$ cat src/rtl/regfile_dump_if.sv
// Output word stream of the register-file dump engine.
// The engine drives valid/data/idx and the consumer drives ready.
interface regfile_dump_if #(
    parameter int XLEN = 64,
    parameter int AW   = 5
);
    logic            valid;
    logic            ready;
    logic [XLEN-1:0] data;
    logic [AW-1:0]   idx;

    modport master (
        output valid,
        output data,
        output idx,
        input  ready
    );

    modport slave (
        input  valid,
        input  data,
        input  idx,
        output ready
    );
endinterface

$ cat src/rtl/regfile_dump.sv
// Debug read-out engine for the 32 x 64-bit register file.
// It walks an inclusive index range and reads the file through a spare
// read port, then emits each value on a valid/ready stream tagged with
// its index. It never writes the register file.
//
//  state | meaning
//  ------+-------------------------------------------------------------
//  IDLE  | waiting for start; rf_ra parked at 0
//  READ  | rf_ra = idx, capture rf_rd into the output word (1 cycle)
//  HOLD  | word valid and stable until the consumer takes it
//  DONE  | one-cycle done pulse, then back to IDLE
module regfile_dump #(
    parameter int XLEN = 64,
    parameter int AW   = 5
) (
    input  logic             clk,
    input  logic             reset_n,
    input  logic             start,
    input  logic             abort,
    input  logic [AW-1:0]    first,
    input  logic [AW-1:0]    last,
    output logic [AW-1:0]    rf_ra,
    input  logic [XLEN-1:0]  rf_rd,
    output logic             busy,
    output logic             done,
    regfile_dump_if.master   stream
);

    typedef enum logic [1:0] {
        IDLE = 2'd0,
        READ = 2'd1,
        HOLD = 2'd2,
        DONE = 2'd3
    } state_t;

    state_t          state;
    logic [AW-1:0]   idx;
    logic [AW-1:0]   last_q;
    logic            out_valid;
    logic [XLEN-1:0] out_data;
    logic [AW-1:0]   out_idx;

    // The index counter is the read address; it is held at 0 whenever idle.
    assign rf_ra        = idx;
    assign stream.valid = out_valid;
    assign stream.data  = out_data;
    assign stream.idx   = out_idx;

    // Sequencer: range walk, word capture/handshake, abort and done pulse.
    always_ff @(posedge clk or negedge reset_n) begin
        if (!reset_n) begin
            state     <= IDLE;
            idx       <= '0;
            last_q    <= '0;
            out_valid <= 1'b0;
            out_data  <= '0;
            out_idx   <= '0;
            busy      <= 1'b0;
            done      <= 1'b0;
        end else begin
            done <= 1'b0;
            if (abort && (state != IDLE)) begin
                // A word pending in HOLD is dropped, not delivered.
                state     <= IDLE;
                idx       <= '0;
                out_valid <= 1'b0;
                busy      <= 1'b0;
            end else begin
                unique case (state)
                    IDLE: begin
                        if (start) begin
                            last_q <= last;
                            busy   <= 1'b1;
                            if (first <= last) begin
                                idx   <= first;
                                state <= READ;
                            end else begin
                                // Empty range: complete without emitting a word.
                                state <= DONE;
                                done  <= 1'b1;
                            end
                        end
                    end
                    READ: begin
                        out_data  <= rf_rd;
                        out_idx   <= idx;
                        out_valid <= 1'b1;
                        state     <= HOLD;
                    end
                    HOLD: begin
                        if (stream.ready) begin
                            out_valid <= 1'b0;
                            // Stop on the last index before incrementing so
                            // last = 31 never wraps the counter back to 0.
                            if (idx == last_q) begin
                                state <= DONE;
                                done  <= 1'b1;
                            end else begin
                                idx   <= idx + 1'b1;
                                state <= READ;
                            end
                        end
                    end
                    DONE: begin
                        idx   <= '0;
                        busy  <= 1'b0;
                        state <= IDLE;
                    end
                    default: begin
                        idx       <= '0;
                        out_valid <= 1'b0;
                        busy      <= 1'b0;
                        state     <= IDLE;
                    end
                endcase
            end
        end
    end

endmodule

$ cat src/flat_wrapper.sv
// flat-port wrapper written by rule: the top's interface ports become plain ports
module regfile_dump_flat 
#(
    parameter int XLEN = 64,
    parameter int AW   = 5
)
  (clk, reset_n, start, abort, first, last, rf_ra, rf_rd, busy, done, stream_valid, stream_data, stream_idx, stream_ready);
  regfile_dump_if #(.XLEN(XLEN), .AW(AW)) stream_i ();
  input  logic clk;
  input  logic reset_n;
  input  logic start;
  input  logic abort;
  input  logic [AW-1:0] first;
  input  logic [AW-1:0] last;
  output logic [AW-1:0] rf_ra;
  input  logic [XLEN-1:0] rf_rd;
  output logic busy;
  output logic done;
  output wire logic [$bits(stream_i.valid)-1:0] stream_valid;
  output wire logic [$bits(stream_i.data)-1:0] stream_data;
  output wire logic [$bits(stream_i.idx)-1:0] stream_idx;
  input wire logic [$bits(stream_i.ready)-1:0] stream_ready;
  assign stream_valid = stream_i.valid;
  assign stream_data = stream_i.data;
  assign stream_idx = stream_i.idx;
  assign stream_i.ready = stream_ready;
  regfile_dump #(.XLEN(XLEN), .AW(AW)) u_core (.clk(clk), .reset_n(reset_n), .start(start), .abort(abort), .first(first), .last(last), .rf_ra(rf_ra), .rf_rd(rf_rd), .busy(busy), .done(done), .stream(stream_i));
endmodule
$ cat config.mk
export PLATFORM = sky130hd
export DESIGN_NAME = regfile_dump_flat
export DESIGN_NICKNAME = d
export VERILOG_FILES = /design/src/rtl/regfile_dump_if.sv /design/src/rtl/regfile_dump.sv /design/src/flat_wrapper.sv
export SDC_FILE = /design/constraint.sdc
export NUM_CORES = 1
export LEC_CHECK = 0
export ABC_AREA = 1
export CAP_MARGIN = 20
export CORE_MARGIN = 1
export CORE_UTILIZATION = 38
export CTS_CLUSTER_DIAMETER = 80
export DETAILED_ROUTE_END_ITERATION = 8
export GPL_ROUTABILITY_DRIVEN = 0
export HOLD_SLACK_MARGIN = 0.15
export PLACE_DENSITY = 0.85
export SLEW_MARGIN = 20
export SYNTH_ARGS = -nofsm -noshare
export SYNTH_HDL_FRONTEND = slang
export SYNTH_SLANG_ARGS = --single-unit
$ cat constraint.sdc
create_clock -name clk -period 1.55 [get_ports clk]
set_clock_uncertainty 0.1 [all_clocks]
set_input_delay 0.31 -clock clk [delete_from_list [all_inputs] [get_ports clk]]
set_output_delay 0.31 -clock clk [all_outputs]
set_load 0.005 [all_outputs]
# After elaboration in Yosys (flattened, before gate mapping)

Index checks and enable logic that the tools add are counted.

Word-level logic and storage cells: 55
Memory bits (read-only): 0
Memories: 0
Bits in latches: 0
Bits in writable memories: 0
Bits in registers: 84

Reductions and logical operators: 12
Div/mod/pow operators: 0
Multipliers: 0
Add/subtract/negate cells: 1
$lt $le $gt $ge: 1
Equal/unequal tests: 8
Bitwise logic cells: 1
Muxes and demuxes: 24
Shifts and indexed selects: 0

Operator list:

| kind                | count |
|---|---|
| $mux 5              | 5 |
| $pmux 5 s3          | 1 |
| $mux 2              | 5 |
| $mux 1              | 9 |
| $ne 3x2->1 const B  | 3 |
| $pmux 2 s4          | 1 |
| $reduce_and 2->1    | 4 |
| $pmux 1 s2          | 3 |
| $reduce_bool 3->1   | 2 |
| $add 5x1->5 const B | 1 |
| $eq 5x5->1          | 1 |
| $le 5x5->1          | 1 |
| $reduce_and 5->1    | 1 |
| $eq 2x2->1 const B  | 2 |
| $reduce_bool 4->1   | 1 |
| $ne 3x1->1 const B  | 1 |
| $reduce_and 3->1    | 1 |
| $eq 2x1->1 const B  | 1 |
| $logic_not 2->1     | 1 |
| $reduce_bool 2->1   | 1 |
| $logic_and 1x1->1   | 1 |
| $not 1->1           | 1 |

# Depth between registers and ports, before layout

Depth in word-level cells: 5
Depth in mapped cells: 10
Gate-level depth less buffers: 10

# Worst setup path before layout

Ideal clock, no wire load.

Kind: reg2reg
Start point: register u_core.state[0]
End point: register u_core.out_data[14] (netlist: u_core.stream.data[14])
Library setup time: 0.125 ns
Cell stages (with the launch flop): 8
Path buffers: 1
Path slack: -0.136 ns
Data required time: 1.325 ns
Arrival: 1.461 ns
Path through: dfrtp_1 > inv_1 > ha_1 > inv_2 > nand2_4 > nand2_4 > buf_2 > mux2_4

Cells in the longest elaborated chain, start to end: 4
Elaborated cells between the ends (all ways): 5

RTL lines:

| what                                  | RTL line           | RTL |
|---|---|---|
| start, declared                       | regfile_dump.sv:36 | `state_t state;` |
| start signal, assigned                | regfile_dump.sv:52 | `state <= IDLE;` |
| start signal, assigned                | regfile_dump.sv:64 | `state <= IDLE;` |
| start signal, assigned                | regfile_dump.sv:76 | `state <= READ;` |
| $reduce_bool 2->1                     | regfile_dump.sv:62 | `if (abort && (state != IDLE)) begin` |
| $logic_and 1x1->1                     | regfile_dump.sv:62 |  |
| $not 1->1 (no source line)            | --                 |  |
| $reduce_and 2->1 (no source line) (*) | --                 |  |
| end signal, assigned                  | regfile_dump.sv:85 | `out_data <= rf_rd;` |
| end, declared                         | regfile_dump.sv:40 | `logic [XLEN-1:0] out_data;` |

Every way passes the cells marked *; elsewhere a longest branch is shown, timed or not.
A chain may end at the register's enable or synchronous reset.

# Final worst setup path

Start point: register u_core.state[0]
End point: register u_core.idx[4] (netlist: u_core.rf_ra[4])

Cells in the longest elaborated chain, start to end: 4
Elaborated cells between the ends (all ways): 13

RTL lines:

| what                                                | RTL line           | RTL |
|---|---|---|
| $reduce_bool 2->1                                   | regfile_dump.sv:62 |  |
| $logic_and 1x1->1                                   | regfile_dump.sv:62 |  |
| $ne 3x2->1 (no source line) (tied with other cells) | --                 |  |
| $reduce_and 5->1 (no source line)                   | --                 |  |
| end signal, assigned                                | regfile_dump.sv:75 | `idx <= first;` |
| end signal, assigned                                | regfile_dump.sv:99 | `idx <= idx + 1'b1;` |
| end, declared                                       | regfile_dump.sv:37 | `logic [AW-1:0] idx;` |

Several ways; a longest one is shown, not always the timed one.

==> run metrics <==
dpl ws -0.5963 ns; failing checks setup timing; Worst Tran Pin Value ~0.45 ns; Max FO, Critical Path 6; Synth Area in Compound Gates 0.04026; final hold violation count 0; Max-cap violations 0; Via density roughly 4.9; final wirelength 12560 microns; Post-Layout Cell Count roughly 670; multiplexer area fraction after synthesis 0.2016; status finished, violations left; layout cell share with drive strength beyond 1 0.3796; Yosys cell types 22; CTS root buf clkbuf_8; initial antenna violation count 0; Die Width between 100 and 150 microns; boundary pin count 156; CTS sink count 84; CTS clock-pin slew for the worst setup and hold paths about 0.080 ns; Startpoint Class flop; Mapped Cells 303; Starting Density 0.3950; post-route setup TNS -9.382 ns; HP Class flop to flop; internal power ~9 mW; grt ovf 0; max-slew violation count 0; port bufs roughly 160; Clock Power Share 0.125; vias in the first global route 3317; dpl cell area between 5000 and 6000 sq um; critical path, cell by cell inv_2, buf_6, ha_4, inv_6, a21oi_2, nand2_2, nor2_4, nand3_4, nand3_4, nand2_1, nand2_1; first-pass GRT wire length 16500 microns; die area 10050 sq um; Overall Global Routing Usage 0.2164; post-route ant nets 0; crit path time final ~1.8 ns; Rel. slew slack 0.6969; static leakage ~3.4 nW; crit-path max cell delay between 0.4 and 0.5 ns; Setup violations, final 75; XOR/XNOR share of the synthesized area 0.002388; cts bufs inserted 9; critical path class flop to flop; insertion delay to the later sink of the worst-skew pair roughly 0.34 ns; Max clock buf depth 2; via count about 3300; # fillers a little over 600; largest net degree at the start of global routing 85; placed insts between 600 and 700; RSZ-0062 raised after global routing true; Min Hold Slack ~0.4 ns; Mapped Area around 3700 sq um; DP Wirelength 7215 microns; Crit path arrival time between 2 and 2.5 ns; initial DRC count 107; Net Sw Frac 0.3424; Pre-Repair DR Iteration Count 4; standard-cell row count 35; # H-tree levels 3; Worst VDD drop 0.0009670 V; Design Area, Final 6729 sq um; worst setup margin -0.2900 ns; # diodes 0; main combinational cell family by area after synthesis multiplexers; YS warnings 0; critical path's top delay family simple AND/OR/NAND/NOR gates; CP required roughly 1.7 ns; Crit. End Element flop; residual DRC count 0; flops & latches, synth 84; buffer and inverter count on the worst path 3; Area growth, synth to finish 83.49%; wire per inst between 15 and 20 microns; slowest cell on the critical path dfrtp_1; f_max roughly 540 MHz; part of the power in registers 0.287; post-synthesis simple-gate area fraction 0.1006; Switch Pwr ~4.7 mW; Mapped Avg Cell Area ~12 sq um; PwrDens about 2000 nW/um^2; Final period util 1.187; net count after synthesis ~400; core area slightly above 9000 sq um; # nets final ~630; Comb pwr share 0.588; Seq/Total Area, Yosys 0.5732; CTS tree built; Die Height 100.2 microns; Synth Area in Adders 0.03412
-- stage by stage --
stage / util / total power [mW]
final: 0.7248 / 13.67
after global routing: 0.7248 / 14.41
after CTS: 0.6693 / 11.65
after detailed placement: 0.5997 / 9.449
after global placement: 0.5997 / 9.170
after floorplan: - / 6.276
-- worst register-to-register path: cells and delay by family (launching register included) --
family                   cells  cell delay (ns)
adder cells (fa/ha/maj)      1             0.15
AO/OA/AOI/OAI                1             0.12
flip-flops                   1             0.42
buffers and inverters        3             0.24
AND/OR/NAND/NOR              6             0.75
-- cell usage in the layout (no fill, tap or decap), types with 3 or more instances in the layout --
| cell | count |
|---|---|
| buf_12 | 7 |
| nand2_8 | 3 |
| ha_4 | 5 |
| nand3_4 | 5 |
| o21ai_1 | 5 |
| clkdlybuf4s50_1 | 76 |
| mux2_4 | 64 |
| nand2_2 | 8 |
| a21oi_2 | 5 |
| nand2_1 | 38 |
| inv_2 | 4 |
| buf_4 | 49 |
| ha_1 | 5 |
| dlygate4sd2_1 | 78 |
| dfrtp_1 | 83 |
| a21oi_1 | 5 |
| o21ai_0 | 7 |
| clkbuf_8 | 9 |
| clkbuf_16 | 5 |
| buf_6 | 11 |
| nand3_2 | 5 |
| nand3_1 | 10 |
| nor2_2 | 5 |
| inv_1 | 19 |
-- registers in the layout, summed over array words and instances, names as in the netlist --
name / flops
u_core.stream.data: 64
u_core.busy: 1
u_core.stream.valid: 1
u_core.state: 2
u_core.rf_ra: 5
u_core.done: 1
u_core.last_q: 5
u_core.stream.idx: 5
-- per-layer routing --
metal / track usage / vias up / routed length (microns)
met3: 0.05223 / 19 / 742
met5: 0 / - / 0
li1: - / 1494 / -
met4: 0.07469 / 0 / 260
met2: 0.4083 / 154 / 6676
met1: 0.2348 / 1624 / 4880
-- kinds of logic (layout without fill, tap and decap cells) --
group / count (synthesis) / after routing
compound gates: 28 / 28
fa+ha+maj: 10 / 10
simple gates: 81 / 82
xor+xnor: 1 / 1
buf+inv: 34 / 270
flops: 84 / 84
mux: 65 / 65
-- final timing paths --
path,from,endpoint,slack [ns],cells past startpoint
min,u_core.stream.idx[4],u_core.stream.idx[4],0.41,2
max,u_core.state[0],u_core.rf_ra[4],-0.29,11
min in group asynchronous,reset_n,u_core.stream.data[31],0.45,3
max in group asynchronous,reset_n,u_core.rf_ra[0],0.53,3
max reg2reg,u_core.state[0],u_core.rf_ra[4],-0.29,11
min reg2reg,u_core.stream.idx[4],u_core.stream.idx[4],0.41,2
-- synthesized netlist by cell type --
cell	instances	area (sq um)
nand3_2	2	20.02
o21ai_0	14	70.07
a22oi_1	2	15.01
inv_1	24	90.09
buf_2	2	10.01
mux2_4	2	30.03
xor2_1	1	8.760
buf_6	6	67.56
mux2_1	60	675.7
mux2_2	3	33.78
nor2_2	1	6.260
nor2_1	7	26.28
nand3_1	18	90.09
o31ai_1	1	7.510
inv_2	2	7.510
nand2_1	48	180.2
dfrtp_1	84	2102
a21oi_1	11	55.05
nand2_4	2	22.52
nand4_1	2	12.51
ha_1	10	125.1
nor2_4	1	11.26
-- layout make-up --
type | instances | area, sq um | area share
Timing Repair Buffer | 229 | 2253 | 0.3349
Sequential cell | 84 | 2103 | 0.3126
Multi-Input combinational cell | 186 | 1891 | 0.2810
Tap cell | 129 | 161.4 | 0.02399
Clock buffer | 9 | 123.9 | 0.01841
Inverter | 26 | 107.6 | 0.01599
Clock inverter | 6 | 88.84 | 0.01320
-- power by group through the flow --
stage | Sequential, mW | Clock [mW] | Combinational (mW)
floorplan | 3.96 | 0 | 2.31
global placement | 3.88 | 0 | 5.29
detailed placement | 3.98 | 0 | 5.47
CTS | 3.83 | 1.72 | 6.11
global route | 4.05 | 1.83 | 8.53
finish | 3.92 | 1.71 | 8.05
-- timing repair --
action | 4_1_cts | 5_1_grt
endpoints found under the setup margin | 149 | 73
cloned | 2 | 7
hold endpoints to repair | 84 | 0
resized for setup | 134 | 84
pin swaps | 8 | 10
hold buffers | 1 | 0
setup buffers | 28 | 11
Note: power is estimated with default switching activity, not from simulation.
